**src/rtl/ctrl_pkg.sv**
```systemverilog
// Shared encodings for the instruction-sequencing controller: states, opcodes,
// jump conditions, error causes and ALU select bit positions.
package ctrl_pkg;

   typedef enum logic [5:0] {
      S_IDLE      = 6'b000001,
      S_FETCH     = 6'b000010,
      S_DECODE    = 6'b000100,
      S_EXECUTE   = 6'b001000,
      S_INCREMENT = 6'b010000,
      S_HALT      = 6'b100000
   } state_t;

   localparam logic [3:0] OP_LOAD = 4'b0000;
   localparam logic [3:0] OP_AND  = 4'b0001;
   localparam logic [3:0] OP_ADD  = 4'b0100;
   localparam logic [3:0] OP_SUB  = 4'b0110;
   localparam logic [3:0] OP_JMP  = 4'b1000;
   localparam logic [3:0] OP_JCC  = 4'b1001;
   localparam logic [3:0] OP_IN   = 4'b1010;
   localparam logic [3:0] OP_OUT  = 4'b1110;
   localparam logic [3:0] OP_HALT = 4'b1111;

   localparam logic [1:0] CC_Z  = 2'b00;
   localparam logic [1:0] CC_NZ = 2'b01;
   localparam logic [1:0] CC_C  = 2'b10;
   localparam logic [1:0] CC_NC = 2'b11;

   localparam logic [1:0] ERR_NONE    = 2'b00;
   localparam logic [1:0] ERR_ILLEGAL = 2'b01;
   localparam logic [1:0] ERR_TIMEOUT = 2'b10;

   localparam int ALU_B0 = 0;
   localparam int ALU_B1 = 1;
   localparam int ALU_B2 = 2;
   localparam int ALU_B3 = 3;
   localparam int ALU_B4 = 4;

   function automatic logic op_legal(input logic [3:0] op);
      case (op)
         OP_LOAD, OP_AND, OP_ADD, OP_SUB, OP_JMP,
         OP_JCC, OP_IN, OP_OUT, OP_HALT: op_legal = 1'b1;
         default:                        op_legal = 1'b0;
      endcase
   endfunction

endpackage

```
**src/rtl/mem_wait_timer.sv**
```systemverilog
// Counts cycles a memory request waits for its acknowledge; flags expiry on
// the cycle the count sits at all-ones and the request is still unanswered.
module mem_wait_timer #(
   parameter int TMO_W = 4
) (
   input  logic clk,
   input  logic clr,
   input  logic clear,
   input  logic run,
   output logic expired
);

   logic [TMO_W-1:0] count;

   always_ff @(posedge clk or posedge clr) begin
      if (clr) begin
         count <= '0;
      end else if (clear) begin
         count <= '0;
      end else if (run) begin
         count <= count + 1'b1;
      end
   end

   assign expired = run && (&count);

endmodule

```
**src/rtl/ctrl_fsm.sv**
```systemverilog
// Fetch/decode/execute/increment controller for a small accumulator datapath.
// Outputs are decoded from the one-hot state, the latched opcode and flags.
module ctrl_fsm
   import ctrl_pkg::*;
#(
   parameter int DATA_W = 8,
   parameter int TMO_W  = 4
) (
   input  logic              clk,
   input  logic              clr,
   input  logic              start,
   input  logic [DATA_W-1:0] ir,
   input  logic              carry,
   input  logic              zero,
   input  logic              mem_ack,
   output logic              mem_req,
   output logic              rw,
   output logic [4:0]        alu,
   output logic              muxa,
   output logic              muxb,
   output logic              muxc,
   output logic              en_ir,
   output logic              en_da,
   output logic              en_pc,
   output logic              halted,
   output logic [1:0]        err,
   output state_t            state
);

   // Memory handshake: mem_req stays high for the whole access; the cycle in
   // which mem_ack is sampled high completes it, and the request drops after.
   logic [3:0] op_q;
   logic [1:0] cond_q;
   logic       carry_q, zero_q;
   logic [3:0] op;
   logic       is_load, is_and, is_add, is_sub, is_jmp, is_jcc, is_in, is_out;
   logic       mem_op, alu_op, cond_true, taken;
   logic       in_de, in_inc, exec_final, expired;
   logic       unused_ir_bits;

   assign unused_ir_bits = ^ir[DATA_W-7:0];

   // DECODE sees the freshly loaded instruction; later states use the copy.
   assign op = (state == S_DECODE) ? ir[DATA_W-1 -: 4] : op_q;

   assign is_load = (op == OP_LOAD);
   assign is_and  = (op == OP_AND);
   assign is_add  = (op == OP_ADD);
   assign is_sub  = (op == OP_SUB);
   assign is_jmp  = (op == OP_JMP);
   assign is_jcc  = (op == OP_JCC);
   assign is_in   = (op == OP_IN);
   assign is_out  = (op == OP_OUT);
   assign mem_op  = is_load | is_in | is_out;
   assign alu_op  = is_add | is_sub | is_and;

   always_comb begin
      cond_true = 1'b0;
      case (cond_q)
         CC_Z:    cond_true = zero_q;
         CC_NZ:   cond_true = ~zero_q;
         CC_C:    cond_true = carry_q;
         CC_NC:   cond_true = ~carry_q;
         default: cond_true = 1'b0;
      endcase
   end

   assign taken      = is_jmp | (is_jcc & cond_true);
   assign in_de      = (state == S_DECODE) || (state == S_EXECUTE);
   assign in_inc     = (state == S_INCREMENT);
   assign exec_final = (state == S_EXECUTE) && (!mem_op || mem_ack);

   mem_wait_timer #(.TMO_W(TMO_W)) u_timer (
      .clk     (clk),
      .clr     (clr),
      .clear   (~mem_req),
      .run     (mem_req & ~mem_ack),
      .expired (expired)
   );

   // HALT is left only through clr, so the single err write per run is the
   // first cause.
   always_ff @(posedge clk or posedge clr) begin
      if (clr) begin
         state   <= S_IDLE;
         op_q    <= OP_LOAD;
         cond_q  <= CC_Z;
         carry_q <= 1'b0;
         zero_q  <= 1'b0;
         err     <= ERR_NONE;
      end else begin
         case (state)
            S_IDLE: begin
               if (start) state <= S_FETCH;
            end
            S_FETCH: begin
               if (mem_ack) begin
                  state <= S_DECODE;
               end else if (expired) begin
                  state <= S_HALT;
                  err   <= ERR_TIMEOUT;
               end
            end
            S_DECODE: begin
               op_q   <= ir[DATA_W-1 -: 4];
               cond_q <= ir[DATA_W-5 -: 2];
               if (!op_legal(op)) begin
                  state <= S_HALT;
                  err   <= ERR_ILLEGAL;
               end else if (op == OP_HALT) begin
                  state <= S_HALT;
               end else begin
                  state <= S_EXECUTE;
               end
            end
            S_EXECUTE: begin
               if (exec_final) begin
                  state <= S_INCREMENT;
                  if (alu_op) begin
                     carry_q <= carry;
                     zero_q  <= zero;
                  end
               end else if (expired) begin
                  state <= S_HALT;
                  err   <= ERR_TIMEOUT;
               end
            end
            S_INCREMENT: state <= S_FETCH;
            S_HALT:      state <= S_HALT;
            default:     state <= S_IDLE;
         endcase
      end
   end

   always_comb begin
      mem_req     = (state == S_FETCH) || ((state == S_EXECUTE) && mem_op);
      rw          = (state == S_EXECUTE) && is_out;
      en_ir       = (state == S_FETCH) && mem_ack;
      en_da       = exec_final && (is_load || alu_op || is_in);
      en_pc       = (exec_final && taken) || (in_inc && !taken);
      alu         = '0;
      alu[ALU_B0] = in_de && (is_and || is_in || is_load || is_jmp || is_jcc);
      alu[ALU_B1] = in_de && (is_out || is_in || is_load || is_jmp || is_jcc);
      alu[ALU_B2] = (in_de && is_sub) || in_inc;
      alu[ALU_B3] = in_de && is_sub;
      alu[ALU_B4] = in_inc;
      muxa        = in_inc;
      muxb        = in_de && (is_load || alu_op);
      muxc        = in_de && (is_in || is_out);
      halted      = (state == S_HALT);
   end

endmodule

```
**config.mk**
```make
export PLATFORM = sky130hd
export DESIGN_NAME = ctrl_fsm
export DESIGN_NICKNAME = d
export VERILOG_FILES = /design/src/rtl/ctrl_pkg.sv /design/src/rtl/mem_wait_timer.sv /design/src/rtl/ctrl_fsm.sv
export SDC_FILE = /design/constraint.sdc
export NUM_CORES = 1
export LEC_CHECK = 0
export ABC_AREA = 1
export ABC_CLOCK_PERIOD_IN_PS = 4000
export BUFFER_PORTS_ARGS = -buffer_cell sky130_fd_sc_hd__buf_2
export CAP_MARGIN = 20
export CORE_ASPECT_RATIO = 0.75
export CORE_MARGIN = 4
export CORE_UTILIZATION = 24
export CTS_BUF_LIST = sky130_fd_sc_hd__clkbuf_2 sky130_fd_sc_hd__clkbuf_4 sky130_fd_sc_hd__clkbuf_8
export DETAILED_ROUTE_END_ITERATION = 6
export PLACE_DENSITY = 0.51
export REMOVE_ABC_BUFFERS = 1
export SYNTH_ARGS = -nofsm -noshare
export SYNTH_HDL_FRONTEND = slang
export SYNTH_SLANG_ARGS = --single-unit
```
**constraint.sdc**
```tcl
create_clock -name clk -period 4 [get_ports clk]
set_input_delay 1.2 -clock clk [delete_from_list [all_inputs] [get_ports clk]]
set_output_delay 1.2 -clock clk [all_outputs]
set_load 0.01 [all_outputs]
```
# Word level (Yosys, flattened, before mapping)
# Memory sizes are Yosys's and may differ from the RTL's.
# Index checks and enable logic that the tools add are counted.
[word_totals]
latch_bits = 0
ff_bits = 20
n_memories = 1
romBits = 16
word_cells = 94
out_inout_bits = 22
mem_bits_rw = 0
[memory_table]
columns = ["name", "depth", "width", "rd", "rd_ports_with_merged_regs", "wr", "line_no", "rtl"]
rows = [
  ["(name not given)", 16, 1, 1, 0, 0, "ctrl_pkg.sv:40", "case (op)"],
]
[op_classes]
bitwise_logic = 10
n_div = 0
addsub = 1
shift = 0
magnitude_cmp = 0
n_mul = 0
n_reduce_logical = 36
muxes = 17
n_eq_ne = 22
[ops]
columns = ["op", "count"]
rows = [
  ["$mux 6", 6],
  ["$pmux 6 s6", 1],
  ["$eq 4x4->1 const B", 5],
  ["$logic_or 1x1->1", 15],
  ["$logic_and 1x1->1", 13],
  ["$mux 4", 3],
  ["$eq 4x3->1 const B", 2],
  ["$mux 2", 4],
  ["$ne 2x2->1 const B", 4],
  ["$reduce_and 4->1", 2],
  ["$eq 6x1->1 const B", 1],
  ["$eq 6x2->1 const B", 1],
  ["$eq 6x3->1 const B", 1],
  ["$eq 6x4->1 const B", 1],
  ["$eq 6x5->1 const B", 1],
  ["$eq 6x6->1 const B", 1],
  ["$pmux 2 s3", 1],
  ["$or 1x1->1", 5],
  ["$add 4x1->4 const B", 1],
  ["$eq 2x2->1 const B", 2],
  ["$eq 4x1->1 const B", 1],
  ["$logic_not 4->1", 1],
  ["$pmux 1 s4", 1],
  ["$not 1->1", 3],
  ["8 further kinds", 10],
]

# Longest topological paths before layout
# Gate-level depths: netlist of the first run.
[depth]
word_depth = 12
depth_mapped = 15
mapped_depth_nobuf = 15

# Modules after synthesis
# Synthesis of the first run repeated with hierarchy kept, for this count alone.
[hier_totals]
cells_unflattened = 177
hier_area_um2 = 1277.5
[modules_own_cells]
columns = ["module", "n_inst", "cells_each", "area_per_inst_um2", "seq_area_each_um2"]
rows = [
  ["ctrl_fsm", 1, 151, 1076.0, 401.6],
  ["mem_wait_timer", 1, 26, 201.4, 100.1],
]

# Worst setup path before layout of the first run
# No wires, ideal clock.
[synth_timing]
path_kind = "input -> output"
start = "input ir[4]"
end = "output en_da"
stages = 8
required_ns = 2.800
setup_slack_ns = 0.695
n_path_buf = 0
arrival_ns = 2.105
cell_sequence = "nand4_1 > nand2_2 > clkinv_2 > nand3_2 > nand2_2 > a21oi_2 > inv_1 > a31oi_1"
[synth_between]
elab_chain_len = 8
elab_cells_between_ends = 17
classes_between = "eq/ne: 5; mux: 1; bitwise: 4; reduce/logical: 7"
[synth_rtl]
columns = ["item", "line_no", "rtl"]
rows = [
  ["from (decl)", "ctrl_fsm.sv:12", "input logic [DATA_W-1:0] ir,"],
  ["$mux 4 (*)", "--", ""],
  ["named net op[0]", "ctrl_fsm.sv:35", "logic [3:0] op;"],
  ["$eq 4x4->1 / $logic_not 4->1 (equally long branches)", "ctrl_fsm.sv:52, ctrl_fsm.sv:46", ""],
  ["$or 1x1->1 (2 in a row)", "ctrl_fsm.sv:54", "assign mem_op = is_load | is_in | is_out;"],
  ["$logic_not 1->1", "ctrl_fsm.sv:71", "assign exec_final = (state == S_EXECUTE) && (!mem_op || mem_ack);"],
  ["$logic_or 1x1->1", "ctrl_fsm.sv:71", ""],
  ["$logic_and 1x1->1", "ctrl_fsm.sv:71", ""],
  ["$logic_and 1x1->1 (*)", "ctrl_fsm.sv:139", "en_da = exec_final && (is_load || alu_op || is_in);"],
  ["to (decl)", "ctrl_fsm.sv:23", "output logic en_da,"],
]
# The timed path passes the listed nets; every way through them passes the cells marked *.

# Final worst setup path of the first run
[layout_timing]
start = "input ir[7]"
end = "output en_pc"
[layout_between]
elab_chain_len = 9
elab_cells_between_ends = 17
classes_between = "eq/ne: 4; mux: 1; bitwise: 4; reduce/logical: 8"
[layout_rtl]
columns = ["item", "line_no", "rtl"]
rows = [
  ["$mux 4 (*)", "--", ""],
  ["named net op[3]", "ctrl_fsm.sv:35", ""],
  ["$eq 4x4->1 / $logic_not 4->1 (equally long branches)", "ctrl_fsm.sv:52, ctrl_fsm.sv:46", ""],
  ["$or 1x1->1 (2 in a row)", "ctrl_fsm.sv:54", ""],
  ["$logic_not 1->1", "ctrl_fsm.sv:71", ""],
  ["$logic_or 1x1->1", "ctrl_fsm.sv:71", ""],
  ["$logic_and 1x1->1", "ctrl_fsm.sv:71", ""],
  ["$logic_and 1x1->1", "ctrl_fsm.sv:140", "en_pc = (exec_final && taken) || (in_inc && !taken);"],
  ["$logic_or 1x1->1 (*)", "ctrl_fsm.sv:140", ""],
  ["to (decl)", "ctrl_fsm.sv:24", "output logic en_pc,"],
]
# Marks and branches as above.

==> key figures, run 1 <==
Drt
  – Wire per inst: 11.9 µm
  – Met3 routed WL: 237 µm
  – Routed Antenna Nets: 0
  – Max Used Layer: met4
  – Met1 WL: between 1500 and 2000 µm
  – Routed wire length: just under 3000 µm
  – Routed met2 length: approximately 1100 µm
  – DRT iter0 DRCs: 58
  – DRC: 0
  – Router iterations before antenna repair: 4
  – Via count: roughly 1.0k
  – Routed vias/inst: approximately 4.3

Floorplanning
  – Die area: around 6000 µm²
  – Std-Cell Rows: 21
  – Die Ht: roughly 69 µm
  – Core area: roughly 4600 µm²
  – Starting density of the core: 0.257
  – Ports: 36
  – Die W: ~89 µm

Cells and area
  – Diode count: 0
  – Share of cells above drive strength 1: 0.321
  – Synthesis-to-finish area growth: 24.1%
  – Final nets: approximately 200

Global routing
  – Total GRT Usage: 0.0979
  – Number of global-route vias before repair: 994
  – Initial antenna violation count: 0
  – Global-route wire length before repair: 4600 µm
  – Largest net degree at the start of global routing: 21
  – Total congestion overflow: 0

Placement
  – Port bufs: 33
  – Hpwl dp: around 2300 µm
  – RePlAce Congestion: around 0.8

Pwr
  – IR drop worst, VDD: about 0.00024 V
  – P_leak: just under 0.8 nW
  – Power density cells: 524 nW/µm²
  – Tot Pwr: a little under 0.8 mW

Clock tree
  – Clk pin slew, worst setup/hold paths: 0.07 ns
  – Maximum buffer depth of the clock tree: 2
  – # clock sinks: 20
  – Setup bufs post-CTS: 0
  – CTS buffer count: 3
  – # resized after CTS: 0
  – H-tree depth: 1
  – Clock root cell: clkbuf_8
  – CTS tree: done
  – Post-cts hold buffer count: 0
  – Skew-Pair Late Insertion Delay: around 0.26 ns

Timing
  – Fin crit share: 0.899
  – Max Fclk: about 280 MHz
  – Hold Violations, Final: 0
  – Final Setup Violations: 0
  – Slew Limit Headroom: 0.499
  – RSZ-0062 raised after global routing: no
  – Tmin final: approximately 3.6 ns
  – Layout Skew: about 0.0029 ns
  – Worst slew pin tran: ~0.75 ns
  – TNS Setup: 0 ns
  – Final Slew Violations: 0
  – Fin Hold WS: between 0.4 and 0.5 ns

Worst setup path
  – Critical path cell sequence: buf_2 > nand4_1 > nand2_4 > inv_1 > nor2_1 > nand2_1 > inv_1 > o21ai_0 > o21ai_1 > buf_2
  – Critical Path Start Type: primary input
  – Worst path top cell family by delay: simple AND/OR/NAND/NOR gates
  – Slowest-stage cell, CP: o21ai_1
  – WP buf/inv: 4
  – WS Path Type: in -> out
  – Reg2reg setup slack: just over 2 ns
  – Crit path DAT: about 2.4 ns
  – Crit-path max FO: 5
  – CP required: 2.80 ns
  – CP Capture Type: primary output
  – Critical path's largest stage delay: about 0.19 ns

Yosys
  – Mapped Area: about 1200 µm²
  – Top FF cell, synth: dfrtp_1
  – Mapped Cells: 150
  – Post-synth top area cell: dfrtp_1
  – FFs w/ async S/R, synth: 1.00
  – Distinct cells, synth: 25
  – Synth area leaders: dfrtp_1, nand2_1, nor2_1
  – Top post-synthesis cells by count: nand2_1, dfrtp_1, nor2_1
  – FF+latch count, synth: 20
  – Count leader, synth: nand2_1
  – Fraction of synthesized cell area taken by the top area cell type: 0.402
  – Sequential area share after synthesis: 0.424
  – Post-synth EDFFs: 0
  – Yosys warns: 0
  – Syn_area_per_cell: 7.89 µm²

Flow run
  – Max cap viols: 0

Outcome
  – Outcome: completed

Worst hold path
  – HP Class: reg -> reg
## through the flow
stage	cells	setup WS (ns)	util	area, µm²
finish	244	0.406	0.319	1470
CTS	244	0.426	0.319	1470
global route	244	0.292	0.319	1470
floorplan	149	0.695	-	1180
global placement	240	0.440	0.309	1420
detailed placement	240	0.437	0.309	1420
## report_power, final
group	switching [mW]	internal [mW]
Clock	0.0642	0.0777
Combinational	0.227	0.113
Sequential	0.0341	0.254
## layer usage
layer,up-vias,track usage
li1,566,-
met1,439,0.141
met2,33,0.143
met3,2,0.0297
met4,0,0.0223
met5,-,0
## placed cells by master (no fill, tap or decap)
cell	Yosys	final
a21oi_1	3	3
a21oi_2	2	2
a22oi_1	1	1
a31oi_1	1	1
buf_2	0	33
buf_4	1	1
clkbuf_4	0	1
clkbuf_8	0	3
clkinv_2	1	1
dfrtp_1	19	19
dfstp_2	1	1
ha_1	1	1
inv_1	17	17
inv_2	1	1
nand2_1	34	34
nand2_2	7	7
nand2_4	2	2
nand3_1	9	9
nand3_2	2	2
nand3_4	1	1
nand4_1	8	8
nor2_1	19	19
nor2_4	5	5
nor3_1	2	2
o21ai_0	5	5
o21ai_1	3	3
o22ai_1	2	2
xor2_1	3	3
## tightest hold or removal path, delay by kind of cell (launching register included)
kind / cells / cell delay [ns]
flip-flops: 1 / 0.35
AND/OR/NAND/NOR: 2 / 0.10
## kinds of logic (layout without fill, tap and decap cells)
group,count (synthesis),in the layout,share of synthesized area
AO/OA/AOI/OAI,17,17,0.0835
XOR/XNOR,3,3,0.0222
adder cells (fa/ha/maj),1,1,0.0106
buffers and inverters,20,57,0.0676
flip-flops,20,20,0.424
AND/OR/NAND/NOR,89,89,0.392
## registers in the layout (all words and copies together), names as in the netlist
register / cells
state: 6
op_q: 4
u_timer.count: 4
cond_q: 2
err: 2
carry_q: 1
zero_q: 1
## area by class of cell
| type | instances | area [µm²] |
|---|---|---|
| timing repair buffer | 34 | 173 |
| inverter | 19 | 72.6 |
| multi-input combinational | 110 | 602 |
| tap | 57 | 71.3 |
| fill | 495 | 3130 |
| clock buffer | 4 | 48.8 |
| sequential | 20 | 502 |
## worst paths after layout
check,depth (start not counted),endpoint,start
setup / recovery,10,en_pc,ir[7]
hold / removal,2,carry_q,carry_q
setup reg to reg,14,err[1],state[5]
hold reg to reg,2,carry_q,carry_q
max in group asynchronous,2,op_q[1],clr
min in group asynchronous,2,cond_q[0],clr
Power figures use the tool's default switching activity.
==> run 2, diff against run 1 <==
--- a/config.mk
+++ b/config.mk
@@ -16,4 +16,3 @@
 export DETAILED_ROUTE_END_ITERATION = 6
-export PLACE_DENSITY = 0.51
-export REMOVE_ABC_BUFFERS = 1
+export PLACE_DENSITY_LB_ADDON = 0.05
 export SYNTH_ARGS = -nofsm -noshare
--- a/constraint.sdc
+++ b/constraint.sdc
@@ -3,2 +3,2 @@
 set_output_delay 1.2 -clock clk [all_outputs]
-set_load 0.01 [all_outputs]
+set_load 0.05 [all_outputs]
==> key figures, run 2 (synthesized netlist as in run 1, its figures left out) <==
Worst setup path
  – Crit-path max FO: 5
  – Crit path DAT: about 2.5 ns
  – CP Capture Type: primary output
  – Slowest-stage cell, CP: buf_2
  – WS Path Type: in -> out
  – Worst R2R Path Depth: 14
  – Critical path's largest stage delay: around 0.29 ns
  – Critical path cell sequence: buf_2 > nand4_1 > nand2_4 > inv_1 > nor2_1 > nand2_1 > inv_1 > o21ai_0 > o21ai_1 > buf_2
  – CP required: around 2.8 ns
  – Critical Path Start Type: primary input

Outcome
  – Outcome: completed

Timing
  – Fin crit share: 0.923
  – Final Slew Violations: 0
  – Max Fclk: ~270 MHz
  – Final Setup Violations: 0
  – Slew Limit Headroom: 0.460
  – RSZ-0062 raised after global routing: no
  – Layout Skew: roughly 0.006 ns
  – Hold Violations, Final: 0
  – TNS Setup: 0 ns
  – Tmin final: about 3.7 ns
  – Worst slew pin tran: slightly above 0.8 ns

Floorplanning
  – Ports: 36
  – Std-Cell Rows: 21
  – Starting density of the core: 0.257
  – Core area: ~4600 µm²
  – Die Ht: just under 70 µm
  – Die W: just under 90 µm
  – Die area: around 6100 µm²

Clock tree
  – Post-cts hold buffer count: 0
  – Clk pin slew, worst setup/hold paths: roughly 0.080 ns
  – CTS buffer count: 3
  – Clock root cell: clkbuf_8
  – CTS tree: done
  – Skew-Pair Late Insertion Delay: about 0.26 ns
  – # resized after CTS: 0
  – Maximum buffer depth of the clock tree: 2
  – Setup bufs post-CTS: 0
  – H-tree depth: 1
  – # clock sinks: 20

Pwr
  – Net Sw Frac: 0.436
  – P_leak: approximately 0.8 nW
  – Gate power share: 0.443
  – NetSw: 0.387 mW
  – Sequential power share: 0.325
  – Tot Pwr: just under 0.9 mW
  – Power density cells: approximately 600 nW/µm²
  – Cell internal pwr: between 0.5 and 0.6 mW
  – Clock share of power: 0.232
  – IR drop worst, VDD: 0.000215 V

Drt
  – Wire per inst: 12.8 µm
  – DRC: 0
  – DRT iter0 DRCs: a little under 70
  – Via count: roughly 1.1k
  – Routed vias/inst: 4.42
  – Router iterations before antenna repair: 4
  – Routed wire length: 3120 µm
  – Routed Antenna Nets: 0

Global routing
  – Number of global-route vias before repair: ~1.1k
  – Total congestion overflow: 0
  – Initial antenna violation count: 0
  – Global-route wire length before repair: ~5300 µm
  – Total GRT Usage: 0.113
  – Largest net degree at the start of global routing: 21

Placement
  – RePlAce Congestion: ~0.81
  – Hpwl dp: between 2000 and 3000 µm
  – Area after DPL: between 1000 and 1500 µm²
  – Port bufs: 33

Cells and area
  – Final nets: slightly above 200
  – Filler instances: 500
  – Share of cells above drive strength 1: 0.326
  – Diode count: 0
  – Max FFs per register: 6
  – Register area: between 500 and 600 µm²
  – Top Registers: state: 6 flops, op_q: 4 flops, u_timer.count: 4 flops
  – Biggest register: state
  – Post-route cell area: between 1000 and 1500 µm²
  – Synthesis-to-finish area growth: 26.4%
  – Most frequent cells in the layout: nand2_1, buf_2, nor2_1, dfrtp_1, inv_1
  – Most common cell after layout, fill and taps aside: nand2_1
  – Multi-input logic area: approximately 600 µm²

Worst hold path
  – HP Class: reg -> reg
  – Hold Path Depth: 2

Yosys
  – Post-Synthesis Net Count: ~170

Flow run
  – Max cap viols: 0
==> run 2: area by class of cell <==
class | count | share of cell area
flip-flops and latches | 20 | 0.335
clock inverters | 1 | 0.0201
inverters | 19 | 0.0485
multi-input cells | 110 | 0.406
repair buffers | 34 | 0.115
well taps | 57 | 0.0477
clock buffers | 3 | 0.0276
==> run 2: path summary, 6_finish.rpt <==
| path | from | to | slack (ns) |
|---|---|---|---|
| max in group asynchronous | clr | op_q[2] | 2.41 |
| setup / recovery | ir[7] | en_pc | 0.31 |
| hold / removal | err[1] | err[1] | 0.48 |
| min in group asynchronous | clr | err[1] | 1.08 |
| hold reg to reg | err[1] | err[1] | 0.48 |
| setup reg to reg | state[5] | err[0] | 2.02 |
==> run 2: power by group through the flow <==
stage	sequential, mW	clock (mW)	combinational [mW]
floorplan	0.328	0	0.277
global placement	0.291	0	0.395
detailed placement	0.293	0	0.397
CTS	0.289	0.214	0.399
global route	0.297	0.222	0.443
finish	0.289	0.206	0.393
==> run 2: metal layers <==
metal	wire, µm	GRT usage
met2	1280	0.175
met5	0	0
met1	1580	0.155
met4	31	0.0446
met3	229	0.0249
==> run 2: worst max-delay path: cells and delay by family <==
kind,cells,cell delay (ns)
buf+inv,4,0.50
compound gates,2,0.27
simple gates,4,0.51
==> run 2: per-stage QoR <==
stage / std cells / utilization / hold slack [ns] / setup WS [ns]
2_1_floorplan: 150 / - / 0.442 / 0.0298
3_3_place_gp: 240 / 0.310 / 0.456 / 0.294
3_5_place_dp: 240 / 0.310 / 0.458 / 0.325
4_1_cts: 244 / 0.325 / 0.483 / 0.311
5_1_grt: 244 / 0.325 / 0.514 / 0.118
6_report: 244 / 0.325 / 0.477 / 0.307
==> run 3, diff against run 2 <==
==> constraint.sdc (replaced) <==
create_clock -name clk -period 4 [get_ports clk]
set_input_delay 0 -clock clk [delete_from_list [all_inputs] [get_ports clk]]
set_output_delay 0 -clock clk [all_outputs]
set_load 0.05 [all_outputs]
==> key figures, run 3 (synthesized netlist as in run 1, its figures left out) <==
Outcome
  – Outcome: completed

Drt
  – Via count: about 1.1k
  – DRT iter0 DRCs: 35
  – Routed Antenna Nets: 0
  – Wire per inst: approximately 12 µm
  – Routed wire length: 3080 µm
  – Router iterations before antenna repair: 4
  – Routed vias/inst: roughly 4.5
  – DRC: 0

Worst setup path
  – Crit path DAT: about 2.3 ns
  – Reg2reg setup slack: 2.03 ns
  – Critical Path Start Type: register
  – CP required: roughly 4 ns
  – FF-to-FF End: err[1]
  – Worst R2R Path Depth: 14
  – Critical Path Start: state[5]
  – Most common cell on crit path: nand2_2
  – Crit-path max FO: 9
  – WS Path Type: reg -> out
  – Critical path cell sequence: nor2_4 > nand3_4 > nand2_1 > nand2_2 > nand3_2 > nand2_2 > a21oi_2 > inv_1 > o21ai_1 > buf_2
  – WP buf/inv: 2
  – Worst r2r src: state[5]
  – Worst path top cell family by delay: simple AND/OR/NAND/NOR gates
  – Slowest-stage cell, CP: dfrtp_1
  – WP depth: 10
  – CP Capture Type: primary output
  – Critical path's largest stage delay: 0.46 ns

Clock tree
  – Clock root cell: clkbuf_8
  – Clk pin slew, worst setup/hold paths: roughly 0.070 ns
  – # resized after CTS: 0
  – CTS buffer count: 3
  – # clock sinks: 20
  – Skew-Pair Late Insertion Delay: roughly 0.25 ns
  – H-tree depth: 1
  – Maximum buffer depth of the clock tree: 2
  – CTS tree: done

Floorplanning
  – Die area: about 6000 µm²
  – Die W: around 89 µm
  – Std-Cell Rows: 21
  – Die Ht: around 69 µm
  – Ports: 36
  – Starting density of the core: 0.257
  – Core area: 4600 µm²

Global routing
  – Global-route wire length before repair: around 5000 µm
  – Initial antenna violation count: 0
  – Largest net degree at the start of global routing: 21
  – Number of global-route vias before repair: between 1k and 1.5k
  – Total congestion overflow: 0
  – Total GRT Usage: 0.109

Cells and area
  – Non-filler cells in the finished layout: between 200 and 250
  – Post-route cell area: 1520 µm²
  – Top Registers: state: 6 flops, op_q: 4 flops, u_timer.count: 4 flops
  – Synthesis-to-finish area growth: 28.5%
  – Most frequent cells in the layout: nand2_1, buf_2, nor2_1, dfrtp_1, inv_1
  – Filler instances: about 480
  – Most common cell after layout, fill and taps aside: nand2_1
  – Final nets: roughly 210
  – Diode count: 0
  – Biggest register: state
  – Share of cells above drive strength 1: 0.307
  – Final core occ: 0.331
  – Max FFs per register: 6

Pwr
  – Power density cells: about 540 nW/µm²
  – IR drop worst, VDD: ~0.00023 V
  – P_leak: 0.814 nW

Timing
  – Fin crit share: 0.586
  – TNS Setup: 0 ns
  – Tmin final: ~2.3 ns
  – Fin Hold WS: 0.0583 ns
  – Max Fclk: between 400 and 500 MHz
  – Worst slew pin tran: approximately 0.77 ns
  – RSZ-0062 raised after global routing: no
  – Hold Violations, Final: 0
  – Final Setup Violations: 0
  – Final Slew Violations: 0
  – Slew Limit Headroom: 0.483
  – Layout Skew: 0.00295 ns

Worst hold path
  – Worst hold start: mem_ack
  – HP Class: in -> reg
  – WHS Endpoint: u_timer.count[1]
  – Hold Path Depth: 3

Yosys
  – Post-Synthesis Net Count: ~170

Placement
  – Port bufs: 33
  – Hpwl dp: 2480 µm
  – RePlAce Congestion: 0.767
  – DP Cell Count: approximately 240
  – Area after DPL: 1410 µm²

Flow run
  – Max cap viols: 0
[run 3: cell count changes in the layout (fill, tap and decap cells not counted)]
cell           before  now
nor3_1              1    2
bufinv_16           1    0
clkbuf_4            0    1
dlygate4sd3_1       0    6
buf_4               1    0
nor3_2              1    0
[run 3: layer usage]
metal / vias to the layer above / wire (µm) / track usage
li1: 574 / - / -
met1: 515 / 1520 / 0.144
met2: 31 / 1330 / 0.173
met3: 2 / 218 / 0.0344
met4: 0 / 21 / 0.0279
met5: - / 0 / 0
[run 3: layout make-up]
| cell class | instances | area (µm²) | area share |
|---|---|---|---|
| multi-input cells | 110 | 602 | 0.396 |
| flip-flops and latches | 20 | 502 | 0.330 |
| repair buffers | 39 | 225 | 0.148 |
| inverters | 19 | 72.6 | 0.0477 |
| well taps | 57 | 71.3 | 0.0469 |
| clock buffers | 4 | 48.8 | 0.0321 |
[run 3: power breakdown]
| part | switching [mW] | internal [mW] | total [mW] |
|---|---|---|---|
| clock network | 0.0633 | 0.0776 | 0.141 |
| registers | 0.0318 | 0.254 | 0.286 |
| logic | 0.281 | 0.117 | 0.397 |
[run 3: worst min-delay path, stage by stage]
cell and delay [ns]:
buf_2 0.14, nand3_1 0.09, nand2_1 0.05
[run 3: per-stage QoR]
step	power [mW]	setup WS (ns)
after floorplan	0.604	1.14
after global placement	0.684	1.97
after detailed placement	0.686	1.95
after CTS	0.838	1.63
after global routing	0.898	1.45
final	0.824	1.66
[run 3: worst max path at each step]
stage	slack [ns]	to
floorplan	1.14	alu[2]
global placement	1.97	en_pc
detailed placement	1.95	en_pc
CTS	1.63	en_pc
global route	1.45	en_pc
finish	1.66	en_pc
[run 3: repair_timing]
item	CTS	global route
hold endpoints to repair	24	0
setup buffers	0	0
hold buffers	6	0
